<file path="src/rtl/button_event.sv">
// rtl/button_event.sv - classifies the debounced button level into press/short/long/repeat pulses
module button_event #(
  parameter int unsigned CNT_W         = 24,
  parameter int unsigned LONG_CYCLES   = 12000000,
  parameter int unsigned REPEAT_CYCLES = 2400000
) (
  input  logic clk_in,
  input  logic rst_in,
  input  logic button_in,
  input  logic repeat_en_in,
  output logic press_out,
  output logic short_out,
  output logic long_out,
  output logic repeat_out,
  output logic held_out
);

  typedef enum logic [1:0] {
    IDLE    = 2'd0,
    PRESSED = 2'd1,
    LONG    = 2'd2
  } state_t;

  localparam logic [CNT_W-1:0] LONG_TERM   = CNT_W'(LONG_CYCLES - 1);
  localparam logic [CNT_W-1:0] REPEAT_TERM = CNT_W'(REPEAT_CYCLES - 1);

  state_t           state_q, state_d;
  logic [CNT_W-1:0] cnt_q, cnt_d;
  logic             btn_q, btn_prev;
  logic             rise;
  logic             press_d, short_d, long_d, repeat_d;

  assign rise = btn_q & ~btn_prev;

  // Both input flops reset high so a button held through reset is not seen as a new press.
  always_ff @(posedge clk_in) begin
    if (rst_in) begin
      btn_q    <= 1'b1;
      btn_prev <= 1'b1;
    end else begin
      btn_q    <= button_in;
      btn_prev <= btn_q;
    end
  end

  always_comb begin
    state_d  = state_q;
    cnt_d    = cnt_q;
    press_d  = 1'b0;
    short_d  = 1'b0;
    long_d   = 1'b0;
    repeat_d = 1'b0;
    case (state_q)
      IDLE: begin
        if (rise) begin
          press_d = 1'b1;
          cnt_d   = '0;
          state_d = PRESSED;
        end
      end
      PRESSED: begin
        // Release is checked before the threshold so a release on the terminal cycle is short.
        if (!btn_q) begin
          short_d = 1'b1;
          state_d = IDLE;
        end else if (cnt_q == LONG_TERM) begin
          long_d  = 1'b1;
          cnt_d   = '0;
          state_d = LONG;
        end else begin
          cnt_d = cnt_q + CNT_W'(1);
        end
      end
      LONG: begin
        if (!btn_q) begin
          state_d = IDLE;
        end else if (!repeat_en_in) begin
          cnt_d = '0;
        end else if (cnt_q == REPEAT_TERM) begin
          repeat_d = 1'b1;
          cnt_d    = '0;
        end else begin
          cnt_d = cnt_q + CNT_W'(1);
        end
      end
      default: begin
        state_d = IDLE;
        cnt_d   = '0;
      end
    endcase
  end

  always_ff @(posedge clk_in) begin
    if (rst_in) begin
      state_q    <= IDLE;
      cnt_q      <= '0;
      press_out  <= 1'b0;
      short_out  <= 1'b0;
      long_out   <= 1'b0;
      repeat_out <= 1'b0;
      held_out   <= 1'b0;
    end else begin
      state_q    <= state_d;
      cnt_q      <= cnt_d;
      press_out  <= press_d;
      short_out  <= short_d;
      long_out   <= long_d;
      repeat_out <= repeat_d;
      held_out   <= (state_d != IDLE);
    end
  end

endmodule

</file>
<file path="config.mk">
export PLATFORM = sky130hd
export DESIGN_NAME = button_event
export DESIGN_NICKNAME = d
export VERILOG_FILES = /design/src/rtl/button_event.sv
export SDC_FILE = /design/constraint.sdc
export NUM_CORES = 1
export LEC_CHECK = 0
export BUFFER_PORTS_ARGS = -buffer_cell sky130_fd_sc_hd__buf_4
export CORE_ASPECT_RATIO = 0.5
export CORE_UTILIZATION = 40
export CTS_CLUSTER_SIZE = 8
export DETAILED_ROUTE_END_ITERATION = 16
export GPL_ROUTABILITY_DRIVEN = 1
export PLACE_DENSITY = 0.63
export SLEW_MARGIN = 20
export SYNTH_ARGS = -nofsm -noshare
export SYNTH_HDL_FRONTEND = slang
export SYNTH_SLANG_ARGS = --single-unit
</file>
<file path="constraint.sdc">
create_clock -name clk_in -period 1.88 [get_ports clk_in]
set_input_delay 0.188 -clock clk_in [delete_from_list [all_inputs] [get_ports clk_in]]
set_output_delay 0.188 -clock clk_in [all_outputs]
set_load 0.03 [all_outputs]
</file>
==> results.txt, run 1 <==
status -> complete, but fails checks
violated checks -> setup timing
Crit Path Class -> reg -> reg
reg2reg end -> cnt_q[21]
die area -> 4683 um^2
final WL -> 4412 um
number of I/O port buffers -> 8
RSZ-0062 raised after global routing -> true
#FFs+latches synth -> 33
CP Data Arrival Time -> 2.14 ns
router iterations before antenna repair -> 4
Via density -> 5.554
max cap viols -> 0
Hold Crit Depth -> 2
Mapped Avg Cell Area -> 8.337 um^2
DP HPWL -> 3216 um
Syn Nets -> 220
Initial Util -> 43.29%
Final Worst Setup Slack -> -0.03298 ns
Tmin final -> 1.913 ns
via count -> 1,733
Nets -> 267
antenna violations before repair -> 0
measured slew at the worst slew-check pin -> 0.3866 ns
Core ar. -> 4064 um^2
overall power -> 1.360 mW
# diodes -> 0
GP Congestion -> 0.8324
Routed WL per cell -> 14.14 um
DR iter-0 viols -> 41
pwr/cell area -> 567.8 nW/um^2
crit end category -> flip-flop
Pins Over Slew Limit -> 0
post-synth cell types -> 39
Worst-Skew Late Latency -> 0.29 ns
CP max FO -> 3
clk_skew -> 0.006204 ns
depth of the CTS H-tree -> 2
CTS root buf -> clkbuf_8
TritonCTS clock tree -> done
# rows -> 16
largest net degree at the start of global routing -> 17
Clk pin slew, worst setup/hold paths -> 0.07 ns
worst path required time -> 2.10 ns
Max-Slew Margin vs Limit -> 73.99%
EDFF count, synth -> 0
Synth Flop Type -> dfxtp_1
Hold WC Path Type -> in -> reg
endpoints failing setup -> 5
clock tree buffer depth -> 2
share of cells above drive strength 1 -> 33.33%
I/O pin total -> 9
Post-DRT Antenna Nets -> 0
Die Span X -> 95.79 um
Overflow after GRT -> 0
vias in the first global route -> 1,609
CTS Sinks -> 33
P&R area growth vs syn -> 36.20%
Synth Instances -> 211
pre-CTS setup slack -> -0.06399 ns
reg2reg setup slack -> -0.03 ns
Global Route Usage Sum -> 21.43%
Cell Area, Synth -> 1759 um^2
most frequent cells in the layout -> buf_4, dfxtp_1, nand2_1
leak pwr -> 0.8398 nW
Peak VDD IR -> 0.2105 mV
Final Hold Viols -> 0
asr flop ratio synth -> 0%
crit share post-route -> 101.8%
first-pass GRT wire length -> 7728 um
Peak Freq -> 522.7 MHz
most common cell after layout, fill and taps aside -> buf_4
crit path launch type -> flip-flop
cts bufs inserted -> 5
Seq/Total Area, Yosys -> 37.55%
Worst Hold End -> btn_q
cells on worst reg2reg path -> 7
Die Span Y -> 48.90 um
Yosys warning count -> 0
DRC Markers -> 0
reg2reg start -> state_q[1]
min-delay src -> button_in
-- worst max path at each step --
stage,from,end,slack [ns],depth (start not counted)
finish,state_q[1],cnt_q[21],-0.03,7
global route,state_q[1],cnt_q[21],-0.12,7
CTS,state_q[0],cnt_q[21],-0.04,7
detailed placement,state_q[1],cnt_q[21],-0.06,7
global placement,state_q[1],cnt_q[21],-0.04,7
floorplan,cnt_q[19],cnt_q[22],-0.008,6
-- layer usage --
layer	GRT usage [%]	share of wire [%]	up-vias
met2	30.95	42	34
li1	-	-	872
met5	0	0	-
met3	5.763	3.2	11
met1	30.90	54	816
met4	6.468	1.4	0
-- where the power goes --
part           internal, mW  switching [mW]
Sequential            0.702         0.00419
Combinational        0.0448          0.0646
Clock                 0.290           0.254
-- flip-flops by register name, indices dropped and copies added, names as in the netlist --
signal and count:
btn_prev 1, btn_q 1, cnt_q 24, held_out 1
long_out 1, press_out 1, repeat_out 1, short_out 1
state_q 2
-- synth_stat cells, drive strengths merged, types with 3 or more instances --
cell type  count  area share [%]
nor2          20             4.3
nand2         20             4.3
a21oi          7             2.0
nor3           8             2.9
dfxtp         33              38
o2111ai        8             4.0
o21ai          4             1.1
and4           3             1.5
and3           5             1.8
nand4          8             2.8
clkbuf         9             1.9
a31oi          3             1.8
xnor2         13             6.5
nand3         15             4.3
ha             5             3.6
inv           10             2.1
o211ai         5             2.1
o311ai         4             2.0
nor4          10             3.6
-- cell families (layout without fill, tap and decap cells) --
kind of cell / after synthesis / count (layout) / synth area share (%)
AND/OR/NAND/NOR: 103 / 103 / 31.15
adder cells (fa/ha/maj): 5 / 5 / 3.556
flip-flops: 33 / 33 / 37.55
AO/OA/AOI/OAI: 37 / 37 / 16.57
buffers and inverters: 20 / 67 / 4.694
XOR/XNOR: 13 / 13 / 6.472
-- area by class of cell --
cell class	instances	area (um^2)
tap	54	67.56
sequential	33	673.1
inverter	10	37.54
fill	348	1668
multi-input combinational	158	1129
timing repair buffer	50	402.9
clock buffer	7	86.33
-- per-stage QoR --
step | hold slack (ns) | util [%] | setup TNS [ns] | cells | instance area (um^2)
6_report | 0.09720 | 58.96 | -0.05461 | 312 | 2396
5_1_grt | 0.09074 | 58.96 | -1.941 | 312 | 2396
4_1_cts | 0.08928 | 57.27 | -0.05902 | 309 | 2327
3_5_place_dp | 0.3903 | 53.54 | -0.1325 | 301 | 2176
3_3_place_gp | 0.3743 | 53.54 | -0.03640 | 301 | 2176
2_1_floorplan | 0.2918 | - | -0.06394 | 211 | 1808
-- critical path, stage by stage (launching register included) --
cell and delay (ns):
dfxtp_4 0.37, inv_2 0.06, ha_4 0.17, o21bai_4 0.17, a21oi_4 0.09, or3_4 0.40, or4_4 0.49, a21oi_2 0.11
-- repair_timing --
item,CTS,global route
hold buffers,0,0
buffers inserted,1,3
setup endpoints to repair,6,24
resized for setup,15,11
pin swaps,4,6
Note: power is estimated with default switching activity, not from simulation.
==> inputs of run 2 (changes only) <==
--- a/config.mk
+++ b/config.mk
@@ -7,6 +7,7 @@
 export LEC_CHECK = 0
 export BUFFER_PORTS_ARGS = -buffer_cell sky130_fd_sc_hd__buf_4
 export CORE_ASPECT_RATIO = 0.5
+export CORE_MARGIN = 2
 export CORE_UTILIZATION = 40
 export CTS_CLUSTER_SIZE = 8
 export DETAILED_ROUTE_END_ITERATION = 16
==> run 2 against run 1 <==
  * The flow still finishes with violations (setup timing)
  * Final cell count decreased by 0.32%
  * Setup slack improved by 0.023 ns
  * Clock skew decreased by 0.0011 ns
  * Largest power group unchanged
  * Total power decreased by 0.41%
  * Sequential power about the same
  * Global-route usage decreased by 2.5 points
  * Flip-flop and latch count unchanged
  * Non-clock buffer count decreased by 1
  * First-iteration DRC count increased by 44%
  * Critical path depth decreased by 1
  * Combinational power about the same
  * Worst hold slack got worse by 0.015 ns
==> results.txt, run 2 (synthesis results as in run 1) <==
status -> complete, but fails checks
violated checks -> setup timing
Sum Neg Setup Slack -> -0.04517 ns
clock tree buffer depth -> 2
GP Congestion -> 0.7897
Post-DRT Antenna Nets -> 0
reg2reg end -> cnt_q[21]
Max-Slew Margin vs Limit -> 73.57%
Max stage delay cell, worst path -> or4_4
max cap viols -> 0
crit share post-route -> 100.5%
Crit path buffers/inverters -> 1
reg2reg start -> cnt_q[22]
pwr/cell area -> 568.4 nW/um^2
antenna violations before repair -> 0
measured slew at the worst slew-check pin -> 0.3961 ns
Top Metal Used -> met4
die area -> 4977 um^2
reg2reg setup slack -> -0.01 ns
clock share of power -> 39.8%
CP Data Arrival Time -> 2.06 ns
crit end category -> flip-flop
Worst Hold End -> btn_q
number of I/O port buffers -> 8
vias in the first global route -> 1,540
router iterations before antenna repair -> 4
cell family with most CP delay -> simple AND/OR/NAND/NOR gates
Core ar. -> 4064 um^2
Final Hold Viols -> 0
P&R area growth vs syn -> 35.49%
CTS root buf -> clkbuf_8
min-delay src -> button_in
Via density -> 5.441
I/O pin total -> 9
Initial Util -> 43.29%
# diodes -> 0
leak pwr -> 0.8325 nW
Peak Freq -> 529.0 MHz
Largest Register -> cnt_q
most common cell after layout, fill and taps aside -> buf_4
CP Cell Sequence -> or4_4 > nor3_4 > a31oi_4 > o31ai_4 > buf_12 > a21oi_1
Clk pin slew, worst setup/hold paths -> 0.07 ns
CTS Sinks -> 33
Post-CTS Hold Fix Bufs -> 0
cts bufs inserted -> 5
Nets -> 266
Worst-Skew Late Latency -> 0.28 ns
cells on worst reg2reg path -> 6
CP max FO -> 14
TritonCTS clock tree -> done
Peak VDD IR -> 0.2909 mV
routed wl met3 -> 163 um
Hold Crit Depth -> 2
largest net degree at the start of global routing -> 17
DRC Markers -> 0
Internal Pwr Total -> 1.038 mW
pre-CTS setup slack -> -0.08624 ns
fill count -> 362
crit path launch type -> flip-flop
Sequential Power Share -> 52.3%
Routed WL per cell -> 14.30 um
Cell Area, Placed -> 2183 um^2
switching share of power -> 23.37%
share of cells above drive strength 1 -> 33.07%
final WL -> 4448 um
RSZ-0062 raised after global routing -> true
P_sw -> 0.3166 mW
endpoints failing setup -> 12
worst path required time -> 2.05 ns
wire length on met1 -> 2250 um
clk_skew -> 0.005088 ns
depth of the CTS H-tree -> 2
Overflow after GRT -> 0
Die Span X -> 97.79 um
DR iter-0 viols -> 59
combinational cell fraction of total power -> 7.9%
post-route cell area -> 2384 um^2
Final Worst Setup Slack -> -0.01022 ns
Hold WC Path Type -> in -> reg
slowest stage delay, CP -> 0.54 ns
met2 routed wirelength -> 1992 um
first-pass GRT wire length -> 7293 um
Die Span Y -> 50.90 um
max reg flops -> 24
largest registers -> cnt_q x24, state_q x2
Global Route Usage Sum -> 18.95%
Crit Path Class -> reg -> reg
most frequent cells in the layout -> buf_4, dfxtp_1, nand2_1, nor2_1, nand3_1
Pins Over Slew Limit -> 0
DP HPWL -> 3207 um
Tmin final -> 1.890 ns
# rows -> 16
via count -> 1,692
run 2: power by group through the flow:
stage	clock network (mW)	logic, mW	registers, mW
after floorplan	0	0.0511	0.728
after global placement	0	0.0990	0.724
after detailed placement	0	0.0999	0.723
after CTS	0.564	0.102	0.708
after global routing	0.590	0.116	0.708
final	0.540	0.107	0.708
run 2: metal layers:
layer | up-vias | global-route usage, %
met5 | - | 0
met4 | 0 | 6.250
met1 | 784 | 25.36
met3 | 4 | 4.925
li1 | 877 | -
met2 | 27 | 30.34
run 2: layout make-up:
type	instances	area [um^2]	share of cell area, %
timing repair buffer	49	391.6	16.43
clock buffer	7	86.33	3.622
multi-input combinational	158	1132	47.51
inverter	10	37.54	1.575
tap	54	67.56	2.835
sequential	33	668.1	28.03
run 2: per-stage QoR:
step	power [mW]	hold WS, ns	std cells	utilization, %
4_1_cts	1.375	0.07050	311	56.99
3_3_place_gp	0.8225	0.3731	302	53.73
6_report	1.355	0.08195	311	58.65
3_5_place_dp	0.8233	0.3790	302	53.73
2_1_floorplan	0.7786	0.2918	211	-
5_1_grt	1.414	0.08355	311	58.65
run 2: timing repair:
action	4_1_cts	5_1_grt
pin swaps	5	14
resized for setup	9	14
setup buffers	2	0
endpoints found under the setup margin	20	26
run 2: how the worst max path moves through the flow:
stage	cells past startpoint	to	from
2_1_floorplan	6	cnt_q[22]	cnt_q[19]
3_3_place_gp	7	cnt_q[21]	state_q[1]
3_5_place_dp	7	cnt_q[21]	state_q[1]
4_1_cts	6	cnt_q[21]	cnt_q[22]
5_1_grt	6	cnt_q[9]	cnt_q[22]
6_report	6	cnt_q[21]	cnt_q[22]
